`src/rtl/pci_bus_arbiter.sv`:
```
// Central PCI bus arbiter: round-robin grant of one shared bus among N_MASTERS agents,
// with FRAME#/IRDY# ownership tracking, grant timeout and optional parking.
module pci_bus_arbiter #(
  parameter int N_MASTERS   = 4,
  parameter int OWNER_W     = 2,
  parameter int GNT_TIMEOUT = 16,
  parameter int PARK_EN     = 1,
  parameter int PARK_MASTER = 0
) (
  input  logic                 CLK,
  input  logic                 RST,
  input  logic [N_MASTERS-1:0] REQ_n,
  input  logic                 FRAME_n,
  input  logic                 IRDY_n,
  output logic [N_MASTERS-1:0] GNT_n,
  output logic [OWNER_W-1:0]   OWNER,
  output logic                 OWNER_VALID,
  output logic                 TIMEOUT,
  output logic                 PROT_ERR
);

  typedef enum logic [1:0] {
    IDLE    = 2'd0,
    GRANTED = 2'd1,
    BUSY    = 2'd2,
    TURN    = 2'd3
  } state_t;

  state_t             state;
  logic [OWNER_W-1:0] ptr;
  logic [7:0]         timer;
  logic               parked;

  logic               any_req;
  logic               owner_req;
  logic               bus_idle;
  logic [OWNER_W-1:0] winner;

  // Pointer advances modulo N_MASTERS, not modulo 2**OWNER_W.
  function automatic logic [OWNER_W-1:0] ptr_incr(input logic [OWNER_W-1:0] p);
    return (int'(p) >= N_MASTERS - 1) ? '0 : p + 1'b1;
  endfunction

  function automatic logic [OWNER_W-1:0] find_winner(input logic [N_MASTERS-1:0] req_n,
                                                      input logic [OWNER_W-1:0]   start);
    logic [OWNER_W-1:0]   w;
    logic                 found;
    logic [N_MASTERS-1:0] onehot;
    int                   idx;
    w     = '0;
    found = 1'b0;
    for (int i = 0; i < N_MASTERS; i++) begin
      idx = int'(start) + i;
      if (idx >= N_MASTERS) idx = idx - N_MASTERS;
      onehot = N_MASTERS'(1) << idx;
      if (!found && (|(~req_n & onehot))) begin
        w     = OWNER_W'(idx);
        found = 1'b1;
      end
    end
    return w;
  endfunction

  function automatic logic [N_MASTERS-1:0] grant_of(input logic [OWNER_W-1:0] idx);
    return ~(N_MASTERS'(1) << idx);
  endfunction

  assign any_req   = |(~REQ_n);
  assign owner_req = |(~REQ_n & (N_MASTERS'(1) << OWNER));
  assign bus_idle  = FRAME_n && IRDY_n;
  assign winner    = find_winner(REQ_n, ptr);

  always_ff @(posedge CLK or posedge RST) begin
    if (RST) begin
      state       <= IDLE;
      ptr         <= '0;
      timer       <= '0;
      parked      <= 1'b0;
      GNT_n       <= '1;
      OWNER       <= '0;
      OWNER_VALID <= 1'b0;
      TIMEOUT     <= 1'b0;
      PROT_ERR    <= 1'b0;
    end else begin
      TIMEOUT  <= 1'b0;
      PROT_ERR <= 1'b0;
      case (state)
        IDLE: begin
          if (!FRAME_n) begin
            // A transaction started in IDLE is legal only from the parked agent.
            state  <= BUSY;
            GNT_n  <= '1;
            parked <= 1'b0;
            if (parked) begin
              OWNER       <= OWNER_W'(PARK_MASTER);
              OWNER_VALID <= 1'b1;
              ptr         <= ptr_incr(OWNER_W'(PARK_MASTER));
            end else begin
              PROT_ERR <= 1'b1;
            end
          end else if (any_req) begin
            state  <= GRANTED;
            GNT_n  <= grant_of(winner);
            OWNER  <= winner;
            timer  <= '0;
            parked <= 1'b0;
          end else if (PARK_EN != 0) begin
            GNT_n  <= grant_of(OWNER_W'(PARK_MASTER));
            OWNER  <= OWNER_W'(PARK_MASTER);
            parked <= 1'b1;
          end else begin
            GNT_n  <= '1;
            parked <= 1'b0;
          end
        end
        GRANTED: begin
          if (!FRAME_n) begin
            state       <= BUSY;
            GNT_n       <= '1;
            OWNER_VALID <= 1'b1;
            ptr         <= ptr_incr(OWNER);
          end else if (!owner_req) begin
            state <= IDLE;
            GNT_n <= '1;
          end else if (timer == 8'(GNT_TIMEOUT - 1)) begin
            state   <= IDLE;
            GNT_n   <= '1;
            TIMEOUT <= 1'b1;
            ptr     <= ptr_incr(OWNER);
          end else if (timer != 8'hFF) begin
            timer <= timer + 8'd1;
          end
        end
        BUSY: begin
          GNT_n <= '1;
          if (bus_idle) begin
            state       <= TURN;
            OWNER_VALID <= 1'b0;
          end
        end
        TURN: begin
          GNT_n <= '1;
          state <= IDLE;
        end
        default: begin
          state <= IDLE;
          GNT_n <= '1;
        end
      endcase
    end
  end

endmodule

```
`config.mk`:
```
export PLATFORM = sky130hd
export DESIGN_NAME = pci_bus_arbiter
export DESIGN_NICKNAME = d
export VERILOG_FILES = /design/src/rtl/pci_bus_arbiter.sv
export SDC_FILE = /design/constraint.sdc
export NUM_CORES = 1
export LEC_CHECK = 0
export ABC_AREA = 1
export CORE_MARGIN = 10
export CORE_UTILIZATION = 45
export DETAILED_ROUTE_END_ITERATION = 10
export PLACE_DENSITY_LB_ADDON = 0.15
export SLEW_MARGIN = 40
export SYNTH_ARGS = -nofsm -noshare
export SYNTH_HDL_FRONTEND = slang
export SYNTH_SLANG_ARGS = --single-unit
```
`constraint.sdc`:
```
create_clock -name CLK -period 1.55 [get_ports CLK]
set_clock_uncertainty 0.1 [all_clocks]
set_input_delay 0.3875 -clock CLK [delete_from_list [all_inputs] [get_ports CLK]]
set_output_delay 0.3875 -clock CLK [all_outputs]
set_load 0.005 [all_outputs]
```
==> flow_summary.yaml <==
routing:
  vias_per_cell: 4.99
  avgRoutedWirePerCell_um: 13.4
  drc: 0
  first_iter_violations: 141
  ant_nets: 0
  drtPass1Iterations: 5
  dr_total_vias: 1557
  routed_wl_mm: 4.19
cells_and_area:
  fin_nets: 284
  multi_input_area_um2: 1060
  regArea_um2: 561
  final_cells: 312
  stdcell_area_um2: 2310
  final_util_pct: 69.2
  diodes: 0
  area_growth_pct: 47.9
  drive_above_1_share_pct: 49.2
  layout_common_cells: "41 x nand2_1, 36 x buf_4, 26 x nand2_2"
  nFillCells: 266
  mostFrequentLayoutCell: "nand2_1"
clock_tree:
  cts_tree: "built"
  htreeDepth: 1
  cts_buffers: 3
  clk-insertion-delay-late_ps: 320
  ctsRootBufferMaster: "clkbuf_4"
  cts_sinks: 22
  clock_path_buffers: 2
  path_clk_slew_ps: 140
  ctsHoldBuffers: 0
job:
  drv_cap: 0
logic_synthesis:
  ys.flop_type: "dfrtp_1"
  synth_top_area_share_pct: 28.8
  seq_area_frac_synth_pct: 35.6
  synth_area_leaders: "dfrtp_1 29%, nand2_1 14%, ha_1 7.2%, dfstp_2 6.7%, o21ai_2 5.6%"
  async_flop_share_pct: 100
  syn_inst: 207
  ys_seq_elements: 22
  synth_edf_count: 0
  synth_nets: 224
  synth.avg_cell_area_um2: 7.54
  yosysWarnings: 0
  ys_types: 34
  yosys.area.top_type: "dfrtp_1"
  synth.cell_area_um2: 1560
grt:
  grt_max_degree: 23
  grt_first_pass_wirelength_mm: 6.57
  grt_antenna_before_repair: 0
  track_usage_pct: 12.7
  grt_pass1_vias: 1464
  grt-ovfl-total: 0
status:
  violations: "setup timing"
  status: "finished with violations"
floorplanning:
  coreArea_um2: 3340
  die_y_um: 78.9
  die_area_um2: 6230
  rows: 21
  die_w_um: 78.9
  start_util_pct: 46.8
  ios: 17
timing:
  relSlewSlack_pct: 78.3
  min_period_ps: 1840
  period_share_pct: 119
  fin_setup_tns_ps: -4030
  finalSetupViolCount: 18
  fmax_mhz: 543
  rsz0062_at_grt: "true"
  tightest_slew_ps: 323
  layout_setup_ws_ps: -290
  slew_viol_final: 0
  hold_viol: 0
worst_setup_path:
  path_common_cell: "nand2_1"
  crit_fanout: 4
  cpMaxStageDelayCell: "dfrtp_2"
  cpPeakStageDelay_ps: 490
  cp.required_ps: 1710
  crit_path_end_kind: "register"
  arrival_ps: 2000
  critPathTopFamily: "simple AND/OR/NAND/NOR gates"
  path_buf_inv: 2
  cp-start-kind: "register"
  worstPathCellList: "inv_4 -> ha_4 -> nand2_1 -> nand2_1 -> inv_1 -> nand2_1 -> nand3_1 -> nand3_2 -> nand3_1 -> o21ai_2 -> nand2_1"
  critPathKind: "reg2reg"
placement:
  dp_cells: 294
  dpl_cell_area_um2: 2010
  hpwlAfterDp_mm: 2.81
  portBuffers: 16
  gp_congestion: 0.865
hold_path:
  hold_class: "in2reg"
power:
  power.density_nw_per_um2: 1630
  ir_drop_mv: 0.797
  p_leak_uw: 0.00111
## cell type report
cell class	instances	share of cell area [%]
multi-input cells	155	45.8
flip-flops and latches	22	24.3
repair buffers	55	20.0
inverters	30	5.09
well taps	46	2.49
clock inverters	1	1.30
clock buffers	3	0.975
## Yosys cell counts (2+ instances only)
library cell and n:
a21oi_1 2, dfrtp_1 18, dfstp_2 4, ha_1 9, inv_1 22, inv_2 8, nand2_1 60, nand2_2 7
nand3_1 11, nand4_1 4, nor2_1 19, nor2_2 2, nor4_1 2, o21ai_0 7, o21ai_2 10, xor2_1 4
## final timing paths
| path | from | depth (start not counted) | slack [ps] | endpoint |
|---|---|---|---|---|
| setup / recovery | ptr[0]$_DFFE_PP0P_ | 11 | -290 | GNT_n[0]$_DFFE_PP1P_ |
| hold / removal | FRAME_n | 2 | 270 | PROT_ERR$_DFF_PP0_ |
| setup reg to reg | ptr[0]$_DFFE_PP0P_ | 11 | -290 | GNT_n[0]$_DFFE_PP1P_ |
| hold reg to reg | parked$_DFFE_PP0P_ | 1 | 370 | PROT_ERR$_DFF_PP0_ |
| max in group asynchronous | RST | 3 | 840 | GNT_n[1]$_DFFE_PP1P_ |
| min in group asynchronous | RST | 3 | 280 | state[1]$_DFFE_PP0P_ |
## worst reg2reg max path, delay by kind of cell (launching register included)
kind	cells	cell delay, ps
compound gates	1	170
fa+ha+maj	1	160
buf+inv	2	200
flops	1	490
simple gates	7	690
## layer usage
metal	wire (µm)	vias to the layer above	part of all wire, %	global-route usage, %
met5	0	-	0	0
met4	42	0	1.0	3.05
met3	124	6	3.0	2.59
met2	2140	27	51	22.5
met1	1880	741	45	15.4
li1	-	783	-	-
## cells by family (layout without fill, tap and decap cells)
| logic type | Yosys count | count (layout) | share of synthesized area, % |
|---|---|---|---|
| AOI/OAI and AO/OA | 26 | 26 | 11.7 |
| xor gates and xnor gates | 5 | 5 | 2.80 |
| adders and majority gates | 9 | 9 | 7.21 |
| buffers and inverters | 31 | 89 | 8.49 |
| DFF | 22 | 22 | 35.6 |
| muxes | 1 | 1 | 0.721 |
| and+or+nand+nor | 113 | 114 | 33.5 |
## stage by stage
stage / total power, µW / hold slack, ps / setup WS [ps]
floorplan: 2040 / 274 / -122
detailed placement: 2670 / 383 / -562
global route: 4050 / 257 / -380
CTS: 3330 / 271 / -235
global placement: 2630 / 374 / -497
finish: 3760 / 270 / -290
## timing repair
item | in CTS | in global routing
setup endpoints to repair | 26 | 20
gates resized for setup | 46 | 31
endpoints found under the hold margin | 0 | 0
setup buffers | 5 | 10
gates cloned | 1 | 0
pin swaps | 3 | 16
## power breakdown
part / internal (µW) / switching (µW) / total [µW]
registers: 746 / 155 / 901
logic: 1120 / 1300 / 2420
clock network: 261 / 185 / 447
total: 2120 / 1640 / 3760
## flip-flops by register name (all words and copies together), names as in the netlist
signal / cells
timer: 8
state: 2
TIMEOUT: 1
parked: 1
PROT_ERR: 1
GNT_n: 4
OWNER_VALID: 1
OWNER: 2
ptr: 2
(Power assumes the default switching activity.)
